File: config.mk
export PLATFORM = sky130hd
export DESIGN_NAME = spi_req_arbiter
export DESIGN_NICKNAME = d
export VERILOG_FILES = /design/src/rtl/spi_req_arbiter.sv
export SDC_FILE = /design/constraint.sdc
export NUM_CORES = 1
export LEC_CHECK = 0
export BUFFER_PORTS_ARGS = -buffer_cell sky130_fd_sc_hd__buf_4
export CORE_ASPECT_RATIO = 0.9
export CORE_MARGIN = 2
export CORE_UTILIZATION = 48
export DETAILED_ROUTE_END_ITERATION = 12
export PLACE_DENSITY = 0.85
export RECOVER_POWER = 100
export SYNTH_ARGS = -nofsm -noshare
export SYNTH_HDL_FRONTEND = slang
export SYNTH_SLANG_ARGS = --single-unit
File: constraint.sdc
create_clock -name clk -period 2.1 [get_ports clk]
set_input_delay 0.315 -clock clk [delete_from_list [all_inputs] [get_ports clk]]
set_output_delay 0.315 -clock clk [all_outputs]
set_load 0.01 [all_outputs]
File: src/rtl/spi_req_arbiter.sv
// Round-robin arbiter sharing one spi_master byte engine between NUM_REQ requesters.
// Sequences the master's start/done handshake, decodes CS per slave and aborts hung transfers.
module spi_req_arbiter #(
    parameter  int NUM_REQ = 4,
    parameter  int SLV_W   = 2,
    parameter  int TIMEOUT = 64,
    localparam int NUM_SLV = 2 ** SLV_W,
    localparam int GW      = $clog2(NUM_REQ)
) (
    input  logic                     clk,
    input  logic                     rst,
    input  logic [NUM_REQ-1:0]       req,
    input  logic [8*NUM_REQ-1:0]     req_data,
    input  logic [NUM_REQ-1:0]       req_mode,
    input  logic [SLV_W*NUM_REQ-1:0] req_slave,
    output logic [NUM_REQ-1:0]       ack,
    output logic [7:0]               rsp_data,
    output logic                     rsp_err,
    output logic                     busy,
    output logic [GW-1:0]            grant_id,
    output logic                     m_start,
    output logic [7:0]               m_data_in,
    output logic                     m_mode,
    input  logic                     m_cs,
    input  logic                     m_done,
    input  logic [7:0]               m_data_out,
    output logic [NUM_SLV-1:0]       ss_n
);

    localparam int WDW = $clog2(TIMEOUT) + 1;
    // The watchdog lands on TIMEOUT-1 on the same edge that enters RESP.
    localparam logic [WDW-1:0] WD_LAST = WDW'(TIMEOUT - 2);

    typedef enum logic [2:0] {
        IDLE,
        START,
        WAIT_ACC,
        BUSY,
        RESP
    } state_t;

    state_t state;
    state_t state_next;

    logic [GW-1:0]    rr_ptr;
    logic [GW-1:0]    pick;
    logic [GW-1:0]    idx;
    logic             found;
    logic             take_grant;
    logic             done_hit;
    logic             timeout_hit;
    logic [SLV_W-1:0] lat_slave;
    logic [WDW-1:0]   wd;

    logic [7:0]       data_arr  [NUM_REQ];
    logic [SLV_W-1:0] slave_arr [NUM_REQ];

    for (genvar i = 0; i < NUM_REQ; i++) begin : g_unpack
        assign data_arr[i]  = req_data[8*i +: 8];
        assign slave_arr[i] = req_slave[SLV_W*i +: SLV_W];
    end

    // First asserted request at or above the rr pointer, wrapping around.
    always_comb begin
        found = 1'b0;
        pick  = '0;
        idx   = '0;
        for (int i = 0; i < NUM_REQ; i++) begin
            idx = GW'((int'(rr_ptr) + i) % NUM_REQ);
            if (!found && req[idx]) begin
                found = 1'b1;
                pick  = idx;
            end
        end
    end

    assign take_grant = (state == IDLE) && found && m_cs;

    always_comb begin
        state_next  = state;
        done_hit    = 1'b0;
        timeout_hit = 1'b0;
        case (state)
            IDLE: begin
                if (take_grant) state_next = START;
            end
            START: state_next = WAIT_ACC;
            WAIT_ACC: begin
                if (wd == WD_LAST) begin
                    state_next  = RESP;
                    timeout_hit = 1'b1;
                end else if (!m_cs) begin
                    state_next = BUSY;
                end
            end
            BUSY: begin
                if (m_cs && m_done) begin
                    state_next = RESP;
                    done_hit   = 1'b1;
                end else if (wd == WD_LAST) begin
                    state_next  = RESP;
                    timeout_hit = 1'b1;
                end
            end
            RESP:    state_next = IDLE;
            default: state_next = IDLE;
        endcase
    end

    always_ff @(posedge clk or posedge rst) begin
        if (rst) begin
            state <= IDLE;
            wd    <= '0;
        end else begin
            state <= state_next;
            if (state == START) begin
                wd <= '0;
            end else if (state == WAIT_ACC || state == BUSY) begin
                wd <= wd + 1'b1;
            end
        end
    end

    // Grant-time latches; m_data_in/m_mode keep their value until the next grant.
    always_ff @(posedge clk or posedge rst) begin
        if (rst) begin
            rr_ptr    <= '0;
            grant_id  <= '0;
            lat_slave <= '0;
            m_data_in <= '0;
            m_mode    <= 1'b0;
        end else if (take_grant) begin
            rr_ptr    <= GW'((int'(pick) + 1) % NUM_REQ);
            grant_id  <= pick;
            lat_slave <= slave_arr[pick];
            m_data_in <= data_arr[pick];
            m_mode    <= req_mode[pick];
        end
    end

    always_ff @(posedge clk or posedge rst) begin
        if (rst) begin
            rsp_data <= '0;
            rsp_err  <= 1'b0;
        end else if (done_hit) begin
            rsp_data <= m_data_out;
            rsp_err  <= 1'b0;
        end else if (timeout_hit) begin
            rsp_data <= '0;
            rsp_err  <= 1'b1;
        end
    end

    assign m_start = (state == START);
    assign busy    = (state != IDLE);

    always_comb begin
        ack = '0;
        if (state == RESP) ack[grant_id] = 1'b1;
    end

    always_comb begin
        ss_n = '1;
        if ((state == WAIT_ACC || state == BUSY) && !m_cs) ss_n[lat_slave] = 1'b0;
    end

endmodule
==> qor.yml, run 1 <==
drcViolationCount: 0
clkSinkCount: 34
most-common-layout-cells: "buf_4 (64), dfrtp_1 (34), clkbuf_1 (30)"
setup_viol_count_final: 0
port_buffers: 89
tns_ns: 0
syn2layout_area_growth_pct: 30.5
syn_nets: 256
hold_viol_final: 0
synthArstFlopShare_pct: 100
cts-buffers-inserted: 5
die_h_um: 66.7
syn_area_um2: 2100
yosys_most_used_dff: "dfrtp_1"
grt_max_degree: 35
grt_pass1_wl_um: 8070
maxCapViolCount: 0
antenna_found_initial: 0
via_per_inst: 5.50
tritoncts: "yes"
fin_skew_ns: 0.00603
synth-seq-cells: 34
avgSynthCellArea_um2: 10.8
min_path_type: "in -> reg"
num_vias: 1853
crit_required_ns: 2.25
wl_met1_um: 2240
nets: 351
fin_crit_ns: 1.89
layout_commonest_cell: "buf_4"
cts_root_buf: "clkbuf_8"
fmax_mhz: 529
slew_headroom_pct: 44.0
postLayoutCoreUtil_pct: 66.4
worst-slew-pin-transition_ns: 0.840
multi_input_area_um2: 1060
top_layer: "met4"
die_w_um: 73.7
synth_cell_types: 46
p_per_area_nw_per_um2: 1160
grt_overflow: 0
rsz0062_at_grt: "no"
routed_wl_um: 5250
cts.clk_slew.worst_paths_ns: 0.07
wl_met3_um: 257
yosysWarnings: 0
irDropWorstVdd_uv: 620
ys_seq_area_share_pct: 40.5
final_area_um2: 2740
fillCellCount: 375
post-cts-setup-buffer-count: 0
ant_nets: 0
hold_buffers: 0
track_usage_pct: 21.9
crit_arrival_ns: 2.04
wl_per_cell_um: 15.6
dp_hpwl_um: 3890
insertedDiodeCount: 0
synth_cells: 194
ff_latch_area_um2: 851
wl_met2_um: 2670
postPlaceCellArea_um2: 2780
synth_edf_count: 0
cts_max_path_buffers: 2
path_class: "reg -> reg"
drv_slew: 0
ctsHtreeMaxLevel: 2
drtIter0Drc: 122
clock_latency_ns: 0.29
crit_path_end_kind: "register"
status: "complete, no violations"
gp_congestion: 0.828
fin_crit_sh_pct: 90.0
cts_resized: 0
dr.pass1.iters: 4
p_leak_nw: 1.27
dieArea_um2: 4920
placementRows: 22
start_kind: "register"
grt_pass1_vias: 1715
cp_max_fo: 11
initial_core_util_pct: 50.8
layout-drive-gt1-share_pct: 33.9
ios: 90
coreArea_um2: 4130
## cells in the mapped netlist (4+ instances only)
library cell / n / share of area, %
buf_2: 4 / 0.95
a22o_1: 8 / 3.3
nor2_1: 23 / 4.1
o21ai_0: 5 / 1.2
inv_1: 6 / 1.1
a211oi_2: 11 / 6.6
and2_1: 11 / 3.3
a21oi_1: 5 / 1.2
dfrtp_1: 34 / 41
nand2b_1: 4 / 1.2
mux2i_1: 11 / 5.2
a221oi_2: 11 / 7.9
nand2_1: 11 / 2.0
nand3_1: 4 / 0.95
## sequential cells by signal, summed over array words and instances (netlist names)
| register | flops |
|---|---|
| lat_slave | 2 |
| wd | 7 |
| grant_id | 2 |
| state | 3 |
| rr_ptr | 2 |
| rsp_err | 1 |
| m_data_in | 8 |
| rsp_data | 8 |
| m_mode | 1 |
## layout make-up
type / count / area share [%]
Sequential cell: 34 / 31.1
Clock buffer: 6 / 3.01
Multi-Input combinational cell: 144 / 38.9
Tap cell: 48 / 2.19
Clock inverter: 1 / 1.10
Inverter: 7 / 0.959
Timing Repair Buffer: 97 / 22.8
## metrics by stage
stage | hold WS [ns] | power (mW) | worst slack, ns | cells
final | 0.254 | 3.18 | 0.210 | 337
after global routing | 0.240 | 3.40 | 0.106 | 337
after CTS | 0.132 | 3.41 | 0.116 | 333
after detailed placement | 0.442 | 2.79 | 0.135 | 326
after global placement | 0.443 | 2.73 | 0.194 | 326
after floorplan | 0.455 | 2.21 | 0.527 | 194
## worst max-delay path, stage by stage (launching register included)
cell	delay, ns
dfrtp_1	0.44
nor3_1	0.33
inv_2	0.12
nor2_4	0.21
o21ai_2	0.23
a221oi_1	0.36
a211oi_2	0.08
## final timing paths
kind                                           start                       end  slack, ns  cells past startpoint
worst max-delay path            state[1]$_DFFE_PP0P_        m_mode$_DFFE_PP0P_       0.21                      6
worst min-delay path                   m_data_out[3]   rsp_data[3]$_DFFE_PP0P_       0.25                      2
worst max register to register  state[1]$_DFFE_PP0P_        m_mode$_DFFE_PP0P_       0.21                      6
min in group asynchronous                        rst  m_data_in[0]$_DFFE_PP0P_       0.28                      3
worst min register to register   rsp_err$_DFFE_PP0P_       rsp_err$_DFFE_PP0P_       0.49                      2
max in group asynchronous                        rst   rsp_data[7]$_DFFE_PP0P_       1.30                      3
## kinds of logic (layout without fill, tap and decap cells)
logic type / after synthesis / count (layout) / synth area share [%]
flops: 34 / 34 / 40.5
simple gates: 77 / 77 / 20.7
buf+inv: 16 / 111 / 5.72
fa+ha+maj: 2 / 2 / 1.19
mux: 12 / 12 / 5.78
compound gates: 49 / 49 / 24.4
xor+xnor: 4 / 4 / 1.67
## metal layers
metal,global-route usage (%),up-vias
met3,6.20,6
li1,-,897
met4,7.50,0
met1,28.0,889
met2,35.5,61
met5,0,-
## where the power goes
part	leakage (nW)	switching, mW	internal, mW
combinational	0.800	0.766	0.632
clock	0.0573	0.228	0.379
sequential	0.412	0.238	0.940
total	1.27	1.23	1.95
Note: power is estimated with default switching activity, not from simulation.
==> run 2, diff against run 1 <==
Settings changed: CORE_ASPECT_RATIO 0.9 to 2, CORE_UTILIZATION 48 to 43, PLACE_DENSITY 0.85 to 0.81.
Clock period 2.1 ns to 1.65 ns, I/O delays scaled along.
==> run 2 against run 1 <==
Effect of this change: the run now ends with setup timing left; clock skew decreased by 0.0019 ns; fmax increased by 12%; clock-buffer cell count is the same; sequential share of layout area fell by 4.9 points; worst setup slack worse by 0.25 ns; wire length up 11%; flip-flop and latch count did not move; critical path depth unchanged; via count increased by 7.0%.
==> qor.yml, run 2 (synthesis results as in run 1) <==
status: "finished with violations"
violations: "setup timing"
grt_max_degree: 35  # unchanged
cp_max_fo: 6  # -5
cts-buffers-inserted: 5  # unchanged
drv_slew: 0  # unchanged
start_kind: "register"
num_vias: 1982  # +7.0%
clkSinkCount: 34  # unchanged
via_per_inst: 5.43  # -1.2%
gp_congestion: 0.795  # -4.0%
syn2layout_area_growth_pct: 54.8
grt_pass1_vias: 1833  # +6.9%
crit_buf_inv: 1  # unchanged
p_leak_nw: 1.45  # +14%
nets: 370  # +5.4%
fin_skew_ns: 0.00411  # -0.00193 ns
drtIter0Drc: 36  # -70%
ant_nets: 0  # unchanged
dr.pass1.iters: 4  # unchanged
ios: 90  # unchanged
setup_viol_count_final: 2  # +2
postLayoutCoreUtil_pct: 68.1  # +1.7 points
top_regs: "m_data_in x8, rsp_data x8, wd x7"
r2r_slack_ns: -0.04  # -0.25 ns
insertedDiodeCount: 0  # unchanged
path_class: "reg -> reg"
top_layer: "met4"
track_usage_pct: 19.1  # -2.9 points
crit_arrival_ns: 1.88  # -0.16 ns
layout_commonest_cell: "buf_4"
hold_buffers: 0  # unchanged
min_path_type: "in -> reg"
placementRows: 36  # +64%
crit_chain: "mux2_4, nand2_4, nand3_4, clkbuf_16, mux2i_4, a211oi_2"
slew_headroom_pct: 43.6  # -0.43 points
tritoncts: "yes"
die_h_um: 103  # +54%
initial_core_util_pct: 44.0  # -6.9 points
hold_viol_final: 0  # unchanged
cts.clk_slew.worst_paths_ns: 0.07  # about the same
routed_wl_um: 5820  # +11%
timing.rr.end: "lat_slave[0]$_DFFE_PP0P_"
critical-path-slowest-cell: "dfrtp_1"
worst-slew-pin-transition_ns: 0.846  # +0.00649 ns
fin_ws_ns: -0.0407  # -0.251 ns
irDropWorstVdd_uv: 925  # +49%
cts_max_path_buffers: 2  # unchanged
die_w_um: 53.4  # -28%
hold_start: "m_data_out[6]"
holdWs_ns: 0.178  # -0.0757 ns
ctsHtreeMaxLevel: 2  # unchanged
p_per_area_nw_per_um2: 1470  # +27%
path_delay_family: "multiplexers"
ff2ff_path_depth: 6  # unchanged
drcViolationCount: 0  # unchanged
antenna_found_initial: 0  # unchanged
maxCapViolCount: 0  # unchanged
dieArea_um2: 5490  # +12%
fin_crit_sh_pct: 102  # +12 points
port_buffers: 89  # unchanged
r2r_start: "rr_ptr[1]$_DFFE_PP0P_"
grt_overflow: 0  # unchanged
worstHoldPathCells: 2  # unchanged
coreArea_um2: 4770  # +16%
worstHoldEndpoint: "rsp_data[6]$_DFFE_PP0P_"
clock_latency_ns: 0.29  # about the same
fin_crit_ns: 1.69  # -0.199 ns
crit_required_ns: 1.84  # -0.41 ns
finalPower_mw: 4.79  # +50%
layout-drive-gt1-share_pct: 52.3  # +18 points
most-common-layout-cells: "buf_4 (87), dfrtp_1 (34), nor2_1 (21), clkbuf_1 (21), a211oi_2 (11)"
wl_met3_um: 403  # +57%
dp_hpwl_um: 3910  # +0.38%
wl_met1_um: 2420  # +8.0%
rsz0062_at_grt: "yes"
critPathMaxStageDelay_ns: 0.42  # -0.02 ns
cts_root_buf: "clkbuf_8"
grt_pass1_wl_um: 7960  # -1.3%
wl_per_cell_um: 16.0  # +2.5%
wl_met2_um: 2890  # +8.2%
crit_path_end_kind: "register"
cp.depth: 6  # unchanged
fmax_mhz: 591  # +12%
-- run 2: cell count changes in the layout (fill, tap and decap cells not counted), moves of 3 or more --
cell and delta:
mux2i_4 +3, clkbuf_1 -9, mux2i_1 -10, buf_4 +23, nand2_1 -3, a221oi_1 -7, nor2_1 -4, mux2i_2 +7
nor3_1 -4, a221oi_4 +5, nor2_4 +3, nor3_2 +3
-- run 2: worst max-delay path by stage --
| stage | slack (ns) | end | from |
|---|---|---|---|
| floorplan | 0.08 | lat_slave[0]$_DFFE_PP0P_ | rr_ptr[1]$_DFFE_PP0P_ |
| global placement | 0.06 | m_data_in[7]$_DFFE_PP0P_ | rr_ptr[1]$_DFFE_PP0P_ |
| global route | -0.10 | lat_slave[0]$_DFFE_PP0P_ | rr_ptr[1]$_DFFE_PP0P_ |
| finish | -0.04 | lat_slave[0]$_DFFE_PP0P_ | rr_ptr[1]$_DFFE_PP0P_ |
| detailed placement | -0.02 | m_data_in[7]$_DFFE_PP0P_ | rr_ptr[1]$_DFFE_PP0P_ |
| CTS | 0.02 | ss_n[3] | state[1]$_DFFE_PP0P_ |
-- run 2: final cells by class --
cell class                      instances  area (µm²)
Inverter                                7        26.3
Clock inverter                          1        30.0
Clock buffer                            6        82.6
Tap cell                               57        71.3
Sequential cell                        34         851
Timing Repair Buffer                  116         857
Multi-Input combinational cell        144        1330
Fill cell                             381        1530
-- run 2: per-stage QoR --
stage,setup WS (ns),instance area (µm²),instances,setup TNS (ns)
finish,-0.0407,3250,365,-0.0475
global route,-0.102,3250,365,-0.700
CTS,0.0211,3030,356,0
detailed placement,-0.0165,2890,347,-0.0165
global placement,0.0627,2890,347,0
floorplan,0.0773,2100,194,0
-- run 2: timing repair --
item,4_1_cts,5_1_grt
setup buffers,2,7
pin swaps,1,14
endpoints found under the setup margin,6,30
resized for setup,3,37
cloned,0,2
-- run 2: power breakdown --
part           internal (mW)  switching [mW]  leakage [nW]
registers               1.20           0.301         0.412
logic                   1.23            1.27         0.983
clock network          0.483           0.303        0.0573
-- run 2: routing by layer --
metal,up-vias,track usage (%)
met5,-,0
met4,0,8.68
met3,11,3.04
met2,94,29.1
met1,938,26.2
li1,939,-
==> run 3, diff against run 2 <==
Settings changed: CORE_UTILIZATION 43 to 51, CTS_BUF_LIST from default to sky130_fd_sc_hd__clkbuf_16, PLACE_DENSITY 0.81 to 0.9, SLEW_MARGIN from default to 20.
Clock period 1.65 ns to 2.1 ns, I/O delays scaled along.
==> run 3 against run 2 <==
Effect of this change: utilization up 1.8 points; die area down 15%; sequential share of layout area up 4.2 points; critical endpoint is now rsp_data[4]$_DFFE_PP0P_; clock power up 5.0%; critical path type unchanged; first-iteration DRC count down 11%; clock skew up 0.0028 ns; the flow now finishes without violations.
==> qor.yml, run 3 (synthesis results as in run 1) <==
status: "complete, no violations"
p_per_area_nw_per_um2: 1230  # -16%
wl_per_cell_um: 16.4  # +2.5%
hold_viol_final: 0  # unchanged
fin_crit_ns: 1.94  # +0.252 ns
cts_max_path_buffers: 2  # unchanged
final_area_um2: 2800  # -14%
layout_commonest_cell: "buf_4"
drtIter0Drc: 32  # -11%
grt_max_degree: 35  # unchanged
insertedDiodeCount: 0  # unchanged
fillCellCount: 319  # -16%
clkSinkCount: 34  # unchanged
grt_pass1_vias: 1947  # +6.2%
power_frac_comb_pct: 41.5  # -11 points
tns_ns: 0  # +0.0475 ns
syn2layout_area_growth_pct: 33.2
drv_slew: 0  # unchanged
clock_latency_ns: 0.28  # about the same
num_vias: 1922  # -3.0%
ant_nets: 0  # unchanged
grt_overflow: 0  # unchanged
die_w_um: 49.4  # -7.6%
worst-slew-pin-transition_ns: 0.837  # -0.00918 ns
cts.clk_slew.worst_paths_ns: 0.06  # about the same
dp_hpwl_um: 3890  # -0.42%
routed_wl_um: 5590  # -3.9%
start_kind: "register"
antenna_found_initial: 0  # unchanged
multi_input_area_um2: 1070  # -20%
gp_congestion: 0.809  # +1.8%
crit_required_ns: 2.26  # +0.42 ns
ios: 90  # unchanged
via_per_inst: 5.62  # +3.5%
slew_headroom_pct: 44.2  # +0.61 points
port_buffers: 89  # unchanged
cts_root_buf: "clkbuf_16"
irDropWorstVdd_uv: 845  # -8.7%
fin_crit_sh_pct: 92.5  # -10 points
path_class: "reg -> reg"
hold_buffers: 0  # unchanged
p_leak_nw: 1.30  # -11%
coreArea_um2: 4010  # -16%
internal-power_mw: 2.11  # -27%
nets: 352  # -4.9%
grt_pass1_wl_um: 9080  # +14%
clockPowerShare_pct: 23.9  # +7.5 points
dr.pass1.iters: 4  # unchanged
die_h_um: 94.7  # -7.9%
postPlaceCellArea_um2: 2780  # -3.7%
ff_latch_area_um2: 851  # unchanged
crit_path_end_kind: "register"
fin_skew_ns: 0.00689  # +0.00279 ns
cts-buffers-inserted: 5  # unchanged
crit_arrival_ns: 2.10  # +0.22 ns
seq_power_share_pct: 34.6  # +3.3 points
switching_power_mw: 1.34  # -29%
track_usage_pct: 24.8  # +5.8 points
layout-drive-gt1-share_pct: 34.5  # -18 points
most-common-layout-cells: "buf_4 (67), dfrtp_1 (34), clkbuf_1 (29)"
tritoncts: "yes"
switching_share_pct: 38.8  # -0.47 points
maxCapViolCount: 0  # unchanged
drcViolationCount: 0  # unchanged
top_regs: "m_data_in x8, rsp_data x8, wd x7"
cts_resized: 0  # -3
fmax_mhz: 515  # -13%
initial_core_util_pct: 52.4  # +8.4 points
min_path_type: "in -> reg"
cp_max_fo: 9  # +3
dieArea_um2: 4680  # -15%
placementRows: 33  # -8.3%
rsz0062_at_grt: "no"
setup_viol_count_final: 0  # -2
ctsHtreeMaxLevel: 2  # unchanged
-- run 3: cell count changes in the layout (fill, tap and decap cells not counted), sizes merged --
cell	delta
clkinv	+1
clkbuf	+5
buf	-24
-- run 3: per-stage QoR --
step	cells	hold slack [ns]	worst slack, ns	power, mW	utilization [%]
floorplan	194	0.455	0.527	2.21	-
global placement	331	0.434	0.236	2.71	69.5
detailed placement	331	0.437	0.132	2.79	69.5
CTS	338	0.144	0.0801	3.63	73.4
global route	342	0.265	0.0426	3.66	69.8
finish	342	0.256	0.158	3.45	69.8
-- run 3: cell type report --
class                   count  area share (%)
clock inverters             2            1.21
repair buffers             98            22.3
inverters                   7           0.940
clock buffers               5            4.47
flip-flops and latches     34            30.4
multi-input cells         144            38.3
well taps                  52            2.33
-- run 3: worst max-delay path, cell delays in order (launching register included) --
cell     delay [ns]
dfrtp_1        0.43
inv_1          0.10
ha_1           0.17
or4b_1         0.54
nor2_1         0.18
nor2_1         0.17
a22o_1         0.24
-- run 3: path summary, 6_finish.rpt --
path,startpoint,endpoint,slack (ns),cells past startpoint
setup / recovery,wd[0]$_DFFE_PP0P_,rsp_data[4]$_DFFE_PP0P_,0.16,6
hold / removal,m_data_out[2],rsp_data[2]$_DFFE_PP0P_,0.26,2
setup reg to reg,wd[0]$_DFFE_PP0P_,rsp_data[4]$_DFFE_PP0P_,0.16,6
hold reg to reg,rsp_data[2]$_DFFE_PP0P_,rsp_data[2]$_DFFE_PP0P_,0.50,1
max in group asynchronous,rst,rsp_data[6]$_DFFE_PP0P_,1.29,3
min in group asynchronous,rst,rsp_err$_DFFE_PP0P_,0.29,3
-- run 3: power groups by stage --
stage | registers, mW | clock network (mW) | logic (mW)
2_1_floorplan | 1.22 | 0 | 0.988
3_3_place_gp | 1.18 | 0 | 1.53
3_5_place_dp | 1.19 | 0 | 1.60
4_1_cts | 1.19 | 0.816 | 1.63
5_1_grt | 1.23 | 0.848 | 1.57
6_report | 1.19 | 0.825 | 1.43
-- run 3: what timing repair did --
action                                 CTS  global route
endpoints found under the hold margin    0             0
setup endpoints to repair                0             1
setup buffers                            0             4
-- run 3: metal layers --
layer / global-route usage [%] / part of all wire [%] / vias to the layer above
li1: - / - / 904
met2: 40.2 / 51 / 98
met1: 32.4 / 40 / 903
met5: 0 / 0 / -
met4: 9.49 / 2.6 / 0
met3: 5.38 / 7.1 / 17
